File: src/rtl/matrix_pkg.sv
`default_nettype none
// ============================================================================
// matrix_pkg: shared types and constants for the 5x7 LED matrix scanner.
// Revision: 1.0
// ============================================================================

package matrix_pkg;

  localparam int MATRIX_COLUMNS = 5;
  localparam int MATRIX_ROWS    = 7;

  typedef logic [2:0]                column_index_t;
  typedef logic [MATRIX_ROWS-1:0]    row_pattern_t;
  typedef logic [MATRIX_COLUMNS-1:0] column_onehot_t;

  typedef enum logic [0:0] {
    BLANK = 1'b0,
    DRIVE = 1'b1
  } scan_state_t;

  localparam column_index_t LAST_COLUMN = column_index_t'(MATRIX_COLUMNS - 1);

  function automatic column_onehot_t column_onehot(input column_index_t idx);
    column_onehot_t result;
    result = '0;
    for (int i = 0; i < MATRIX_COLUMNS; i++) begin
      if (idx == column_index_t'(i)) result[i] = 1'b1;
    end
    return result;
  endfunction

endpackage

`default_nettype wire

File: src/rtl/matrix_frame_buffer.sv
`default_nettype none
// ============================================================================
// matrix_frame_buffer: two 5x7 banks; writes go to the back bank, reads come
// from the front bank, and swap exchanges their roles.
// Revision: 1.0
// ============================================================================

module matrix_frame_buffer
  import matrix_pkg::*;
(
  input  logic          clock,
  input  logic          reset,
  input  logic          wr_en,
  input  column_index_t wr_column,
  input  row_pattern_t  wr_data,
  input  logic          swap,
  input  column_index_t rd_column,
  output row_pattern_t  rd_data
);

  row_pattern_t bank_q [2][MATRIX_COLUMNS];
  row_pattern_t bank_d [2][MATRIX_COLUMNS];
  logic         front_sel_q;
  logic         front_sel_d;

  // Column indices above the last column match no entry, so they write nothing.
  always_comb begin
    bank_d      = bank_q;
    front_sel_d = front_sel_q ^ swap;
    for (int i = 0; i < MATRIX_COLUMNS; i++) begin
      if (wr_en && (wr_column == column_index_t'(i))) begin
        bank_d[~front_sel_q][i] = wr_data;
      end
    end
  end

  always_comb begin
    rd_data = '0;
    for (int i = 0; i < MATRIX_COLUMNS; i++) begin
      if (rd_column == column_index_t'(i)) rd_data = bank_q[front_sel_q][i];
    end
  end

  always_ff @(posedge clock) begin
    if (reset) begin
      bank_q      <= '{default: '0};
      front_sel_q <= 1'b0;
    end else begin
      bank_q      <= bank_d;
      front_sel_q <= front_sel_d;
    end
  end

endmodule

`default_nettype wire

File: src/rtl/matrix_scan_controller.sv
`default_nettype none
// ============================================================================
// matrix_scan_controller: blank/drive column scan of the 5x7 LED matrix with
// a double-buffered frame store swapped at frame boundaries.
// Revision: 1.0
// ============================================================================

module matrix_scan_controller
  import matrix_pkg::*;
#(
  parameter int DWELL_CYCLES = 1000,
  parameter int BLANK_CYCLES = 8
) (
  input  logic       clock,
  input  logic       reset,
  input  logic       load_valid,
  output logic       load_ready,
  input  logic [2:0] load_column,
  input  logic [6:0] load_data,
  input  logic       commit,
  output logic       swap_pending,
  output logic [4:0] column_enable,
  output logic [6:0] row_data,
  output logic       column_advance,
  output logic       frame_done
);

  localparam int MAX_CYCLES = (DWELL_CYCLES > BLANK_CYCLES) ? DWELL_CYCLES : BLANK_CYCLES;
  localparam int CNT_W      = (MAX_CYCLES > 1) ? $clog2(MAX_CYCLES) : 1;
  localparam logic [CNT_W-1:0] DWELL_LAST = CNT_W'(DWELL_CYCLES - 1);
  localparam logic [CNT_W-1:0] BLANK_LAST = CNT_W'(BLANK_CYCLES - 1);

  scan_state_t      state_q, state_d;
  logic [CNT_W-1:0] count_q, count_d;
  column_index_t    column_q, column_d;
  logic             swap_pending_q, swap_pending_d;
  column_onehot_t   column_enable_q, column_enable_d;
  row_pattern_t     row_data_q, row_data_d;
  logic             column_advance_q, column_advance_d;
  logic             frame_done_q, frame_done_d;

  logic             drive_end;
  logic             frame_end;
  logic             swap;
  logic             load_fire;
  row_pattern_t     front_row;

  matrix_frame_buffer u_frame_buffer (
    .clock     (clock),
    .reset     (reset),
    .wr_en     (load_fire),
    .wr_column (column_index_t'(load_column)),
    .wr_data   (row_pattern_t'(load_data)),
    .swap      (swap),
    .rd_column (column_d),
    .rd_data   (front_row)
  );

  always_comb begin
    drive_end = (state_q == DRIVE) && (count_q == DWELL_LAST);
    frame_end = drive_end && (column_q == LAST_COLUMN);
    swap      = frame_end && swap_pending_q;
    load_fire = load_valid && !swap_pending_q;

    state_d  = state_q;
    count_d  = count_q + CNT_W'(1);
    column_d = column_q;
    case (state_q)
      BLANK: begin
        if (count_q == BLANK_LAST) begin
          state_d = DRIVE;
          count_d = '0;
        end
      end
      DRIVE: begin
        if (drive_end) begin
          state_d  = BLANK;
          count_d  = '0;
          column_d = (column_q == LAST_COLUMN) ? '0 : column_q + column_index_t'(1);
        end
      end
      default: begin
        state_d = BLANK;
        count_d = '0;
      end
    endcase

    // Outputs are computed from next state so they register alongside it.
    column_enable_d = '0;
    row_data_d      = '0;
    if (state_d == DRIVE) begin
      column_enable_d = column_onehot(column_d);
      row_data_d      = front_row;
    end
    column_advance_d = (state_d == DRIVE) && (count_d == DWELL_LAST);
    frame_done_d     = column_advance_d && (column_d == LAST_COLUMN);

    // A commit landing on the boundary edge without a pending swap waits a frame.
    swap_pending_d = swap ? 1'b0 : (swap_pending_q | commit);
  end

  always_ff @(posedge clock) begin
    if (reset) begin
      state_q          <= BLANK;
      count_q          <= '0;
      column_q         <= '0;
      swap_pending_q   <= 1'b0;
      column_enable_q  <= '0;
      row_data_q       <= '0;
      column_advance_q <= 1'b0;
      frame_done_q     <= 1'b0;
    end else begin
      state_q          <= state_d;
      count_q          <= count_d;
      column_q         <= column_d;
      swap_pending_q   <= swap_pending_d;
      column_enable_q  <= column_enable_d;
      row_data_q       <= row_data_d;
      column_advance_q <= column_advance_d;
      frame_done_q     <= frame_done_d;
    end
  end

  assign load_ready     = ~swap_pending_q;
  assign swap_pending   = swap_pending_q;
  assign column_enable  = column_enable_q;
  assign row_data       = row_data_q;
  assign column_advance = column_advance_q;
  assign frame_done     = frame_done_q;

endmodule

`default_nettype wire

File: config.mk
export PLATFORM = sky130hd
export DESIGN_NAME = matrix_scan_controller
export DESIGN_NICKNAME = d
export VERILOG_FILES = /design/src/rtl/matrix_pkg.sv /design/src/rtl/matrix_frame_buffer.sv /design/src/rtl/matrix_scan_controller.sv
export SDC_FILE = /design/constraint.sdc
export NUM_CORES = 1
export LEC_CHECK = 0
export ABC_AREA = 1
export CAP_MARGIN = 20
export CORE_MARGIN = 1.5
export CORE_UTILIZATION = 55
export DETAILED_ROUTE_END_ITERATION = 10
export PLACE_DENSITY = 0.75
export SLEW_MARGIN = 20
export SYNTH_ARGS = -nofsm -noshare
export SYNTH_HDL_FRONTEND = slang
export SYNTH_SLANG_ARGS = --single-unit
File: constraint.sdc
create_clock -name clock -period 2.4 [get_ports clock]
set_input_delay 0.48 -clock clock [delete_from_list [all_inputs] [get_ports clock]]
set_output_delay 0.48 -clock clock [all_outputs]
set_load 0.005 [all_outputs]
==> flow_summary_export.csv <==
group,metric,value,unit
setup_path,cp-end-kind,"flop",
route,viasPerCell,5.31,
pwr,leakage,1.94,nW
synthesis,synth_area,4510,um2
route,drt-pass1-iter-count,5,
status,status,"completed",
route,drt_iter0_markers,286,
die,core-area,7850,um2
cts,cts_sinks,100,
hold_path,holdCritPathClass,"flop to flop",
pwr,intPower,2.15,mW
place,io_buffers,29,
cts,clk_pin_slew_worst_paths,0.10,ns
timing,period_share,88.5,%
setup_path,critical_path.startpoint_type,"flop",
pwr,switching_share,24.4,%
setup_path,crit_type,"flop to flop",
route,num_vias,4050,
die,die_y,93.6,um
pwr,p_seq_share,59.5,%
setup_path,crit_fanout,16,
synthesis,ys.flop_type,"dfxtp_1",
setup_path,ff2ff_path_depth,11,
place,placed_area,4850,um2
synthesis,synth.avg_cell_area,7.02,um2
hold_path,holdPathStages,2,
pwr,ir_drop,306,uV
route,drt_wl_total,10600,um
route,drc,0,
place,dp_hpwl,7380,um
synthesis,syn-num-nets,660,
global_routing,gr-total-overflow,0,
cells_and_area,area_delta_synth_final,11.5,%
die,ioPinCount,30,
pwr,share_clk_of_total_power,35.6,%
synthesis,ys_top_cells_by_area,"dfxtp_1 44%, o21ai_0 12%, nand2_1 7.8%, inv_1 7.0%, a21oi_1 6.7%",
timing,skew,0.00948,ns
synthesis,async_reset_ff_share,0,%
timing,setup_tns,0,ns
global_routing,grt_max_degree,73,
synthesis,yosys-top-cells-count,"104 x o21ai_0, 100 x dfxtp_1, 94 x nand2_1",
synthesis,synthCells,643,
synthesis,synth_top_cell_by_area,"dfxtp_1",
cts,holdBufCountCts,0,
die,fp.dieW,93.6,um
timing,hold_viol,0,
cells_and_area,num_antenna_cells,0,
synthesis,ys_types,31,
cts,clk_latency,0.37,ns
cts,htree_num_levels,3,
synthesis,ys_seq_area_share,44.4,%
global_routing,grt_pass1_wl,17300,um
global_routing,grt_pass1_vias,3566,
pwr,p_total,2.85,mW
synthesis,ys_ff_latch,100,
cts,ctsLongestPathBuffers,2,
synthesis,ys_warn_count,0,
timing,finalSetupViolations,0,
timing,relSlewSlack,61.9,%
run,cap_violations,0,
route,ant_nets,0,
cells_and_area,drive_gt1_share,6.81,%
pwr,power.switching,0.696,mW
cts,post_cts_buffers,0,
timing,tightestPinTransition,0.571,ns
pwr,power.density,566,nW/um2
place,gp_congestion,0.869,
route,wl_per_cell,13.9,um
die,start_util,57.5,%
synthesis,synth_edf_count,0,
die,die_area,8760,um2
cts,cts_tree,"built",
timing,period_minus_slack,2.12,ns
global_routing,track_usage,26.0,%
timing,drv_slew,0,
cts,numCtsBuffers,9,
synthesis,synth_most_common_cell,"o21ai_0",
pwr,comb_power_share,5.0,%
setup_path,worstPathRequired,2.70,ns
die,fp-row-count,32,
global_routing,antenna_found_initial,0,
cells_and_area,finish.net_count,673,
timing,rsz0062_at_grt,"no",
cts,cts_root_buffer,"clkbuf_8",
synthesis,yosysTopAreaCellShare,44.4,%
setup_path,arrival,2.42,ns
cells_and_area,fin_area,5030,um2
timing,fmax,0.471,GHz
-- cell usage in the layout (no fill, tap or decap) --
| cell | count |
|---|---|
| nor3b_1 | 1 |
| o21ai_0 | 104 |
| inv_1 | 84 |
| inv_6 | 4 |
| o21ai_2 | 1 |
| o21ai_4 | 1 |
| nand4_1 | 12 |
| nand2_1 | 93 |
| nor2_4 | 3 |
| nand3_1 | 34 |
| or2_2 | 2 |
| nor2_1 | 75 |
| buf_4 | 11 |
| inv_2 | 4 |
| clkinv_2 | 1 |
| o21ai_1 | 7 |
| dfxtp_2 | 1 |
| nand3b_1 | 1 |
| nand4_4 | 1 |
| nor4_1 | 1 |
| nor3_1 | 6 |
| dfxtp_1 | 99 |
| clkbuf_8 | 10 |
| xor2_1 | 4 |
| nand3_4 | 1 |
| a21oi_1 | 60 |
| xnor2_1 | 1 |
| nand3_2 | 1 |
| o31ai_1 | 1 |
| nand2_2 | 4 |
| clkdlybuf4s50_1 | 29 |
| ha_1 | 3 |
| clkbuf_1 | 1 |
-- metal layers --
metal | track usage [%] | up-vias | wire (um)
met2 | 39.6 | 151 | 4670
met5 | 0 | - | 0
met1 | 36.3 | 1786 | 5010
li1 | - | 2096 | -
met4 | 7.21 | 0 | 178
met3 | 6.75 | 17 | 726
-- cell type report --
| type | instances | area (um2) |
|---|---|---|
| fillers | 728 | 2820 |
| clock inverters | 5 | 40.0 |
| well taps | 102 | 128 |
| clock buffers | 11 | 141 |
| inverters | 88 | 330 |
| flip-flops and latches | 100 | 2000 |
| multi-input cells | 417 | 2020 |
| repair buffers | 40 | 373 |
-- kinds of logic (layout without fill, tap and decap cells) --
| logic type | count (synthesis) | in the layout | synth area share, % |
|---|---|---|---|
| compound gates | 174 | 174 | 19.7 |
| xor+xnor | 5 | 5 | 0.971 |
| fa+ha+maj | 3 | 3 | 0.832 |
| buf+inv | 126 | 144 | 11.0 |
| flops | 100 | 100 | 44.4 |
| simple gates | 235 | 235 | 23.2 |
-- sequential cells by signal (all words and copies together), names as in the netlist --
signal                      count
u_frame_buffer.bank_q          70
column_advance                  1
swap_pending                    1
count_q                        10
state_q                         1
column_enable                   5
column_q                        3
frame_done                      1
row_data                        7
u_frame_buffer.front_sel_q      1
-- worst max-delay path, stage by stage, from the launching register on --
cell     delay, ns
dfxtp_1       0.37
ha_1          0.17
nand2_1       0.12
nor2_4        0.19
nand4_4       0.18
nand2_1       0.14
o21ai_2       0.11
nor2_4        0.25
nand3_4       0.22
nand2_1       0.13
nor2_1        0.05
nor2_1        0.13
-- worst paths after layout --
| path | start | endpoint | slack [ns] |
|---|---|---|---|
| max | count_q[0] | row_data[3] | 0.28 |
| min | u_frame_buffer.bank_q[13] | u_frame_buffer.bank_q[13] | 0.45 |
| max reg2reg | count_q[0] | row_data[3] | 0.28 |
| min reg2reg | u_frame_buffer.bank_q[13] | u_frame_buffer.bank_q[13] | 0.45 |
-- power by group through the flow --
stage / logic, mW / registers, mW / clock network [mW]
global route: 0.158 / 1.70 / 1.10
CTS: 0.140 / 1.69 / 1.04
global placement: 0.136 / 1.73 / 0
finish: 0.141 / 1.69 / 1.01
floorplan: 0.0850 / 1.73 / 0
detailed placement: 0.139 / 1.73 / 0
-- metrics by stage --
| stage | std cells | util (%) | worst slack, ns | hold slack [ns] |
|---|---|---|---|---|
| after floorplan | 643 | - | 0.583 | 0.424 |
| after global placement | 747 | 61.8 | 0.264 | 0.433 |
| after detailed placement | 747 | 61.8 | 0.225 | 0.437 |
| after CTS | 763 | 64.1 | 0.274 | 0.450 |
| after global routing | 763 | 64.1 | 0.0749 | 0.469 |
| final | 763 | 64.1 | 0.276 | 0.453 |
-- repair_timing --
item	in CTS	in global routing
endpoints found under the hold margin	0	0
endpoints found under the setup margin	0	1
gates resized for setup	0	1
Power figures use the tool's default switching activity.
